`config.mk`:
```
export PLATFORM = sky130hd
export DESIGN_NAME = mul_div_unit
export DESIGN_NICKNAME = d
export VERILOG_FILES = /design/src/rtl/mdu_pkg.sv /design/src/rtl/mdu_operand_prep.sv /design/src/rtl/mul_div_unit.sv
export SDC_FILE = /design/constraint.sdc
export NUM_CORES = 1
export LEC_CHECK = 0
export CORE_MARGIN = 10
export CORE_UTILIZATION = 60
export DETAILED_ROUTE_END_ITERATION = 7
export GPL_TIMING_DRIVEN = 0
export PLACE_DENSITY = 0.82
export SETUP_SLACK_MARGIN = 0.4
export SYNTH_ARGS = -nofsm -noshare
export SYNTH_HDL_FRONTEND = slang
export SYNTH_HIERARCHICAL = 1
export SYNTH_SLANG_ARGS = --single-unit
```
`constraint.sdc`:
```
create_clock -name clk -period 4.85 [get_ports clk]
set_clock_uncertainty 0.1 [all_clocks]
set_input_delay 0.7275 -clock clk [delete_from_list [all_inputs] [get_ports clk]]
set_output_delay 0.7275 -clock clk [all_outputs]
set_load 0.01 [all_outputs]
```
`src/rtl/mdu_pkg.sv`:
```
// ============================================================================
// Module     : mdu_pkg
// Description: Shared constants and FSM encoding for the RV32M mul/div unit.
// Revision   : 1.0 - initial release
// ============================================================================
`default_nettype none

package mdu_pkg;

    localparam int MDU_XLEN    = 32;
    localparam int MDU_LATENCY = MDU_XLEN + 2;

    localparam logic [2:0] F3_MUL    = 3'b000;
    localparam logic [2:0] F3_MULH   = 3'b001;
    localparam logic [2:0] F3_MULHSU = 3'b010;
    localparam logic [2:0] F3_MULHU  = 3'b011;
    localparam logic [2:0] F3_DIV    = 3'b100;
    localparam logic [2:0] F3_DIVU   = 3'b101;
    localparam logic [2:0] F3_REM    = 3'b110;
    localparam logic [2:0] F3_REMU   = 3'b111;

    typedef enum logic [1:0] {
        IDLE = 2'd0,
        PREP = 2'd1,
        CALC = 2'd2,
        FIN  = 2'd3
    } mdu_state_e;

    function automatic logic is_div(input logic [2:0] f3);
        return f3[2];
    endfunction

endpackage

`default_nettype wire

```
`src/rtl/mdu_operand_prep.sv`:
```
// ============================================================================
// Module     : mdu_operand_prep
// Description: Operand magnitudes and result/remainder signs from funct3.
// Revision   : 1.0 - initial release
// ============================================================================
`default_nettype none

module mdu_operand_prep
    import mdu_pkg::*;
#(
    parameter int XLEN = MDU_XLEN
) (
    input  logic [2:0]      i_funct3,
    input  logic [XLEN-1:0] i_op_a,
    input  logic [XLEN-1:0] i_op_b,
    output logic [XLEN-1:0] o_abs_a,
    output logic [XLEN-1:0] o_abs_b,
    output logic            o_neg_q,
    output logic            o_neg_r
);

    logic w_signed_a;
    logic w_signed_b;
    logic w_neg_a;
    logic w_neg_b;

    always_comb begin
        w_signed_a = 1'b0;
        w_signed_b = 1'b0;
        case (i_funct3)
            F3_MUL, F3_MULH, F3_DIV, F3_REM: begin
                w_signed_a = 1'b1;
                w_signed_b = 1'b1;
            end
            F3_MULHSU: w_signed_a = 1'b1;
            default:   ;
        endcase
        w_neg_a = w_signed_a & i_op_a[XLEN-1];
        w_neg_b = w_signed_b & i_op_b[XLEN-1];
        o_abs_a = w_neg_a ? -i_op_a : i_op_a;
        o_abs_b = w_neg_b ? -i_op_b : i_op_b;
        o_neg_q = w_neg_a ^ w_neg_b;
        // Remainder follows the dividend's sign.
        o_neg_r = w_neg_a;
    end

endmodule

`default_nettype wire

```
`src/rtl/mul_div_unit.sv`:
```
// ============================================================================
// Module     : mul_div_unit
// Description: Iterative RV32M multiply/divide, fixed XLEN+2 cycle latency.
// Revision   : 1.0 - initial release
// ============================================================================
`default_nettype none

module mul_div_unit
    import mdu_pkg::*;
#(
    parameter int XLEN = MDU_XLEN
) (
    input  logic            clk,
    input  logic            reset,
    input  logic            start,
    input  logic [2:0]      funct3,
    input  logic [XLEN-1:0] op_a,
    input  logic [XLEN-1:0] op_b,
    input  logic [4:0]      rd_in,
    output logic            busy,
    output logic            done,
    output logic [XLEN-1:0] result,
    output logic [4:0]      rd_out
);

    localparam int CW = $clog2(XLEN) + 1;

    mdu_state_e        r_state_q, w_state_d;
    logic [2:0]        r_f3_q, w_f3_d;
    logic [XLEN-1:0]   r_a_q, w_a_d;
    logic [XLEN-1:0]   r_b_q, w_b_d;
    logic [XLEN-1:0]   r_bmag_q, w_bmag_d;
    logic              r_negq_q, w_negq_d;
    logic              r_negr_q, w_negr_d;
    logic [2*XLEN-1:0] r_acc_q, w_acc_d;
    logic [CW-1:0]     r_cnt_q, w_cnt_d;
    logic              r_busy_q, w_busy_d;
    logic              r_done_q, w_done_d;
    logic [XLEN-1:0]   r_result_q, w_result_d;
    logic [4:0]        r_rd_q, w_rd_d;

    logic [XLEN-1:0]   w_abs_a;
    logic [XLEN-1:0]   w_abs_b;
    logic              w_neg_q;
    logic              w_neg_r;
    logic [XLEN:0]     w_mul_sum;
    logic [2*XLEN-1:0] w_mul_step;
    logic [XLEN+1:0]   w_div_diff;
    logic [2*XLEN-1:0] w_div_step;
    logic [2*XLEN-1:0] w_prod;
    logic [XLEN-1:0]   w_quot;
    logic [XLEN-1:0]   w_rem;
    logic              w_bzero;
    logic [XLEN-1:0]   w_fin;

    mdu_operand_prep #(.XLEN(XLEN)) u_prep (
        .i_funct3 (r_f3_q),
        .i_op_a   (r_a_q),
        .i_op_b   (r_b_q),
        .o_abs_a  (w_abs_a),
        .o_abs_b  (w_abs_b),
        .o_neg_q  (w_neg_q),
        .o_neg_r  (w_neg_r)
    );

    // Accumulator is {hi, lo}: product halves, or {remainder, dividend/quotient}.
    always_comb begin
        w_mul_sum  = {1'b0, r_acc_q[2*XLEN-1:XLEN]}
                   + {1'b0, (r_acc_q[0] ? r_bmag_q : {XLEN{1'b0}})};
        w_mul_step = {w_mul_sum, r_acc_q[XLEN-1:1]};
        w_div_diff = {1'b0, r_acc_q[2*XLEN-1:XLEN-1]} - {2'b00, r_bmag_q};
        w_div_step = w_div_diff[XLEN+1]
                   ? {r_acc_q[2*XLEN-2:XLEN-1], r_acc_q[XLEN-2:0], 1'b0}
                   : {w_div_diff[XLEN-1:0],     r_acc_q[XLEN-2:0], 1'b1};

        w_prod  = r_negq_q ? -r_acc_q : r_acc_q;
        w_quot  = r_negq_q ? -r_acc_q[XLEN-1:0] : r_acc_q[XLEN-1:0];
        w_rem   = r_negr_q ? -r_acc_q[2*XLEN-1:XLEN] : r_acc_q[2*XLEN-1:XLEN];
        w_bzero = (r_bmag_q == {XLEN{1'b0}});
        case (r_f3_q)
            F3_MUL:          w_fin = w_prod[XLEN-1:0];
            F3_DIV, F3_DIVU: w_fin = w_bzero ? {XLEN{1'b1}} : w_quot;
            F3_REM, F3_REMU: w_fin = w_bzero ? r_a_q : w_rem;
            default:         w_fin = w_prod[2*XLEN-1:XLEN];
        endcase
    end

    always_comb begin
        w_state_d  = r_state_q;
        w_f3_d     = r_f3_q;
        w_a_d      = r_a_q;
        w_b_d      = r_b_q;
        w_bmag_d   = r_bmag_q;
        w_negq_d   = r_negq_q;
        w_negr_d   = r_negr_q;
        w_acc_d    = r_acc_q;
        w_cnt_d    = r_cnt_q;
        w_busy_d   = r_busy_q;
        w_done_d   = 1'b0;
        w_result_d = r_result_q;
        w_rd_d     = r_rd_q;
        case (r_state_q)
            IDLE: begin
                if (start) begin
                    w_f3_d    = funct3;
                    w_a_d     = op_a;
                    w_b_d     = op_b;
                    w_rd_d    = rd_in;
                    w_busy_d  = 1'b1;
                    w_state_d = PREP;
                end
            end
            PREP: begin
                w_acc_d   = {{XLEN{1'b0}}, w_abs_a};
                w_bmag_d  = w_abs_b;
                w_negq_d  = w_neg_q;
                w_negr_d  = w_neg_r;
                w_cnt_d   = '0;
                w_state_d = CALC;
            end
            CALC: begin
                w_acc_d = is_div(r_f3_q) ? w_div_step : w_mul_step;
                w_cnt_d = r_cnt_q + 1'b1;
                if (r_cnt_q == CW'(XLEN - 1)) begin
                    w_state_d = FIN;
                end
            end
            FIN: begin
                w_result_d = w_fin;
                w_done_d   = 1'b1;
                w_busy_d   = 1'b0;
                w_state_d  = IDLE;
            end
            default: w_state_d = IDLE;
        endcase
    end

    always_ff @(posedge clk) begin
        if (reset) begin
            r_state_q  <= IDLE;
            r_f3_q     <= '0;
            r_a_q      <= '0;
            r_b_q      <= '0;
            r_bmag_q   <= '0;
            r_negq_q   <= 1'b0;
            r_negr_q   <= 1'b0;
            r_acc_q    <= '0;
            r_cnt_q    <= '0;
            r_busy_q   <= 1'b0;
            r_done_q   <= 1'b0;
            r_result_q <= '0;
            r_rd_q     <= '0;
        end else begin
            r_state_q  <= w_state_d;
            r_f3_q     <= w_f3_d;
            r_a_q      <= w_a_d;
            r_b_q      <= w_b_d;
            r_bmag_q   <= w_bmag_d;
            r_negq_q   <= w_negq_d;
            r_negr_q   <= w_negr_d;
            r_acc_q    <= w_acc_d;
            r_cnt_q    <= w_cnt_d;
            r_busy_q   <= w_busy_d;
            r_done_q   <= w_done_d;
            r_result_q <= w_result_d;
            r_rd_q     <= w_rd_d;
        end
    end

    assign busy   = r_busy_q;
    assign done   = r_done_q;
    assign result = r_result_q;
    assign rd_out = r_rd_q;

endmodule

`default_nettype wire

```
* Word level (Yosys, flattened, before mapping)
Cells that the tools add are included.
Word-level totals: bits in registers 212, latch bits 0, memory bits (writable) 0, ROM bits 0, output and inout port bits 39, word-level logic and storage cells 69, memories 0
Cells by class: add/subtract/negate cells 8, $mul 0, div/mod/pow operators 0, order comparisons 0, eq/ne operators 12, shifts and indexed selects 0, muxes and demuxes 21, bitwise operators 3, reductions and logical operators 12
Operator list (count):
- 32-bit 2-to-1 mux | 7
- 64-bit 2-to-1 mux | 3
- 32-bit negator | 4
- 64-bit case mux with 2 select lines | 1
- 32-bit case mux with 3 select lines | 1
- 64-bit negator | 1
- 33-bit by 32-bit subtractor with 34-bit output | 1
- 32-bit by 32-bit adder with 33-bit output | 1
- 32-bit logical NOT | 1
- 3-bit equality test (second input constant) | 4
- 6-bit case mux with 2 select lines | 1
- 2-bit case mux with 4 select lines | 1
- 6-bit by 1-bit adder with 6-bit output (second input constant) | 1
- 6-bit by 5-bit equality test with 1-bit output (second input constant) | 1
- 2-bit AND reduction | 3
- 5-bit OR reduction | 1
- 2-bit equality test (second input constant) | 2
- 1-bit 2-to-1 mux | 4
- 2-bit 2-to-1 mux | 2
- 2-bit inequality test (second input constant) | 2
- 2-bit nonzero test | 2
- 2-bit OR reduction | 2
- 4-bit OR reduction | 1
- 3-bit by 1-bit equality test with 1-bit output (second input constant) | 1
- other kinds (7) | 8

* Logic depth before layout (Yosys ltp)
depth after elaboration 6, gate-level depth with buffers 16, mapped depth without buffers 14

* Cells and area by module
Netlist, hierarchy kept.
By module, submodules not included:
- mul_div_unit | instances 1, cells an instance 1962, area an instance 14629.0 um^2, seq. area each 4244.1 um^2
- mdu_operand_prep | instances 1, cells an instance 212, area an instance 1380.1 um^2, seq. area each 0.0 um^2

* Worst setup path after synthesis
Ideal clock, no wire load.
path kind register -> register, start point register r_acc_q[13], end point register r_result_q[20] (netlist: result[20]), library setup time 91 ps, arrival 3400 ps, required time 4659 ps, path slack 1259 ps, cell stages (with the launch flop) 12, path buffers 2, period minus slack after synthesis 3591 ps, cell sequence dfxtp_1 > buf_6 > or4_4 > or4_4 > or4_4 > or3_1 > buf_2 > or3_4 > o21ai_0 > xnor2_1 > nand2_1 > a311oi_1
Between the ends: word-level cells in the longest chain between the ends 4, elaborated cells on any way between the ends 6
Ends and longest elaborated chain:
- start: declaration | RTL line mul_div_unit.sv:35 | logic [2*XLEN-1:0] r_acc_q, w_acc_d;
- start signal: assignment | RTL line mul_div_unit.sv:161 | r_acc_q <= w_acc_d;
- 32-bit negator | RTL line mul_div_unit.sv:77 | w_quot = r_negq_q ? -r_acc_q[XLEN-1:0] : r_acc_q[XLEN-1:0];
- 32-bit 2-to-1 mux | RTL line mul_div_unit.sv:77
- 32-bit 2-to-1 mux | RTL line mul_div_unit.sv:82 | F3_DIV, F3_DIVU: w_fin = w_bzero ? {XLEN{1'b1}} : w_quot;
- 32-bit case mux with 3 select lines (*) | RTL line mul_div_unit.sv:80 | case (r_f3_q)
- end signal: assignment | RTL line mul_div_unit.sv:165 | r_result_q <= w_result_d;
- end: declaration | RTL line mul_div_unit.sv:39 | logic [XLEN-1:0] r_result_q, w_result_d;
Mark *: on every way between the ends. The rest lies on a longest branch, timed or not. A chain may end at the register's enable or synchronous reset.

* Final worst setup path
start point register r_acc_q[7], end point register r_result_q[5] (netlist: result[5])
Between the ends: word-level cells in the longest chain between the ends 3
Ends and longest elaborated chain:
- 64-bit negator | RTL line mul_div_unit.sv:76 | w_prod = r_negq_q ? -r_acc_q : r_acc_q;
- 64-bit 2-to-1 mux | RTL line mul_div_unit.sv:76
- 32-bit case mux with 3 select lines | RTL line mul_div_unit.sv:80
No other way between the ends.

==> impl_metrics.py <==
metrics = {
    "run_status": {
        "outcome": "completed",
    },
    "critical_path": {
        "end_kind": "register",
        "arrival_ns": 4.83,
        "startpoint_type": "register",
        "r2r-end": "result[5]$_SDFFE_PP0P_",
        "r2r_slack_ns": 0.31,
        "path_class": "reg2reg",
        "rr_worst_depth": 11,
        "worstPathRequired_ns": 5.14,
        "reg2reg_from": "r_acc_q[7]$_SDFFE_PP0P_",
        "path_max_fanout": 10,
    },
    "yosys": {
        "synthAdderAreaFrac_pct": 5.96,
        "synth_ff_type": "dfxtp_1",
        "synth_edf_count": 0,
        "synth_compound_area_share_pct": 23.2,
        "synth_top_family_by_area": "compound AO/OA/AOI/OAI gates",
        "synth_cell_types": 81,
        "synth_area_leader_cell": "dfxtp_1",
        "syn-instance-count": 2174,
        "yosysTopAreaCellShare_pct": 26.5,
        "avgSynthCellArea_sq_um": 7.36,
        "synth_simple_gate_area_share_pct": 21.5,
        "seq_area_frac_synth_pct": 26.5,
        "synth.net_count": 2324,
        "synthMuxAreaShare_pct": 6.63,
        "synth-xor-area-share_pct": 10.9,
        "netlist_area_sq_mm": 0.0160,
        "yosysWarnings": 6,
        "async_flop_share_pct": 0,
        "synth_seq_cells": 212,
        "synth_area_leaders": "dfxtp_1 27%, a21oi_1 6.9%, mux2i_1 6.6%",
    },
    "timing": {
        "finalHoldViolations": 0,
        "worst_pin_slew_ns": 1.10,
        "fin_crit_sh_pct": 93.6,
        "fmax_mhz": 220,
        "slew_violations": 0,
        "max-slew-margin-rel_pct": 26.6,
        "fin_tns_setup_ns": 0,
        "fin_ws_ns": 0.309,
        "setup_viol": 0,
        "grt_setup_unrepaired": "false",
        "finalCriticalPeriod_ns": 4.54,
    },
    "layout": {
        "layout.cells.non_filler": 2666,
        "drive_above_1_share_pct": 3.86,
        "nets": 2463,
        "fill_cells": 2166,
        "syn_to_final_growth_pct": 15.2,
        "diodes": 0,
    },
    "route": {
        "dr.pass1.iters": 7,
        "drc": 0,
        "ant_nets": 0,
        "wirelength_um": 61700,
        "wl_per_cell_um": 23.2,
        "vias_per_cell": 6.59,
        "first_iter_violations": 2660,
        "num_vias": 17600,
    },
    "placed_design": {
        "numPortBuffers": 113,
        "detailedPlace.worstSlack_ns": 0.207,
        "dpl.hpwl_um": 47300,
        "placed_cells": 2622,
        "place.gp.congestion": 1.06,
    },
    "die": {
        "rows": 59,
        "coreArea_sq_mm": 0.0261,
        "initial_utilization_pct": 61.3,
        "io_pins": 114,
        "die_area_sq_mm": 0.0336,
        "die_h_um": 183,
        "die_w_um": 183,
    },
    "worst_hold_path": {
        "hold_path_class": "reg2reg",
        "hold_end": "rd_out[2]$_SDFFE_PP0P_",
        "min_path_cells": 2,
        "hp-start": "rd_out[2]$_SDFFE_PP0P_",
    },
    "cts": {
        "clk_pin_slew_worst_paths_ns": 0.06,
        "root_buffer": "clkbuf_16",
        "cts_hold_buf": 0,
        "clock_latency_ns": 0.56,
        "cts_made_buffers": 24,
        "h-tree-depth": 1,
        "cts_tree": "built",
        "post_cts_buffers": 0,
        "cts_sinks": 212,
        "clockBufferDepth": 3,
    },
    "power": {
        "ir_drop_v": 0.000431,
        "power_density_mw_per_mm2": 606,
        "p_leak_nw": 7.25,
    },
    "global_route": {
        "antenna_found_initial": 0,
        "grt_max_degree": 14,
        "grt.total_usage_pct": 35.1,
        "gr-total-overflow": 0,
        "grt_pass1_wl_um": 94200,
        "grt_pass1_vias": 16500,
    },
    "job": {
        "drv_cap": 0,
    },
}
worst max-delay path, stage by stage, from the launching register on:
cell       delay (ns)
dfxtp_1          0.30
clkbuf_1         0.19
or4_1            0.59
or4_1            0.52
or4_4            0.58
or3_1            0.38
clkbuf_1         0.29
o21ai_0          0.27
xnor2_1          0.18
nor2_1           0.07
a2111oi_0        0.80
nor3_1           0.12
how the worst max path moves through the flow:
stage                                   from                        to  slack [ns]  depth (start not counted)
floorplan           r_acc_q[13]$_SDFFE_PP0P_   result[20]$_SDFFE_PP0P_        1.26                         11
global placement    r_acc_q[31]$_SDFFE_PP0P_  r_acc_q[55]$_SDFFE_PP0P_        0.33                         14
detailed placement  r_acc_q[31]$_SDFFE_PP0P_  r_acc_q[55]$_SDFFE_PP0P_        0.21                         14
CTS                  r_acc_q[0]$_SDFFE_PP0P_  r_acc_q[62]$_SDFFE_PP0P_        0.42                         15
global route         r_acc_q[7]$_SDFFE_PP0P_    result[5]$_SDFFE_PP0P_        0.41                         11
finish               r_acc_q[7]$_SDFFE_PP0P_    result[5]$_SDFFE_PP0P_        0.31                         11
power by group:
part / switching, mW / internal, mW
sequential: 0.444 / 2.06
clock: 0.810 / 1.12
combinational: 4.51 / 2.24
through the flow:
step	power, mW	util, %	hold WS, ns	area [sq um]
floorplan	6.69	-	0.353	16000
global placement	8.73	67.2	0.343	17600
global route	11.6	70.6	0.386	18400
finish	11.2	70.6	0.363	18400
detailed placement	8.81	67.2	0.353	17600
CTS	10.8	70.4	0.363	18400
cells in the final DEF, fill, tap and decap left out, types with 15 or more instances in the layout:
cell type / n
o21ai_0: 144
or3_1: 30
nor4_1: 22
o211ai_1: 15
mux2i_1: 106
xor2_1: 99
nor2_1: 267
nand2_1: 268
a31oi_1: 17
a211oi_1: 16
a22oi_1: 16
nand2b_1: 24
dfxtp_1: 212
nor3_1: 44
o41ai_1: 15
nand3_1: 25
xnor2_1: 100
ha_1: 73
inv_1: 64
clkdlybuf4s50_1: 113
a21o_1: 34
clkbuf_16: 24
a21oi_1: 221
clkbuf_1: 130
o31ai_1: 24
flip-flops by register name, summed over array words and instances, names as in the netlist, 2 cells and up:
signal     flops
r_bmag_q      32
r_b_q         32
r_f3_q         3
r_acc_q       64
r_a_q         32
r_cnt_q        6
result        32
rd_out         5
r_state_q      2
cell families after synthesis:
group                      Yosys count
and+or+nand+nor                    763
AOI/OAI and AO/OA                  601
buffers and inverters              218
DFF                                212
xor gates and xnor gates           199
muxes                              106
adders and majority gates           75
cell type report:
cell class                      instances  area (sq um)  area share (%)
Clock inverter                         12           149           0.807
Sequential cell                       212          4240            23.0
Clock buffer                           32           691            3.75
Timing Repair Buffer                  113          1130            6.13
Multi-Input combinational cell       1744         11000            59.4
Buffer                                153           607            3.29
Inverter                               65           244            1.32
Tap cell                              335           419            2.27
synthesized netlist by cell type (all sizes together), types with 45 or more instances:
library cell / n
nand2: 269
ha: 73
dfxtp: 212
o21ai: 147
a21oi: 221
inv: 64
clkbuf: 134
nor3: 45
xor2: 99
xnor2: 100
mux2i: 106
nor2: 267
routing by layer:
layer	up-vias	GRT usage [%]	share of wire, %
met5	-	2.07	0.16
met4	2	10.8	3.4
met3	199	9.92	14
met2	1221	52.5	42
met1	8199	47.6	41
li1	7945	-	-
repair_timing:
action | CTS | global route
cloned | 0 | 0
setup endpoints to repair | 6 | 16
gates resized for setup | 2 | 11
(Power assumes the default switching activity.)
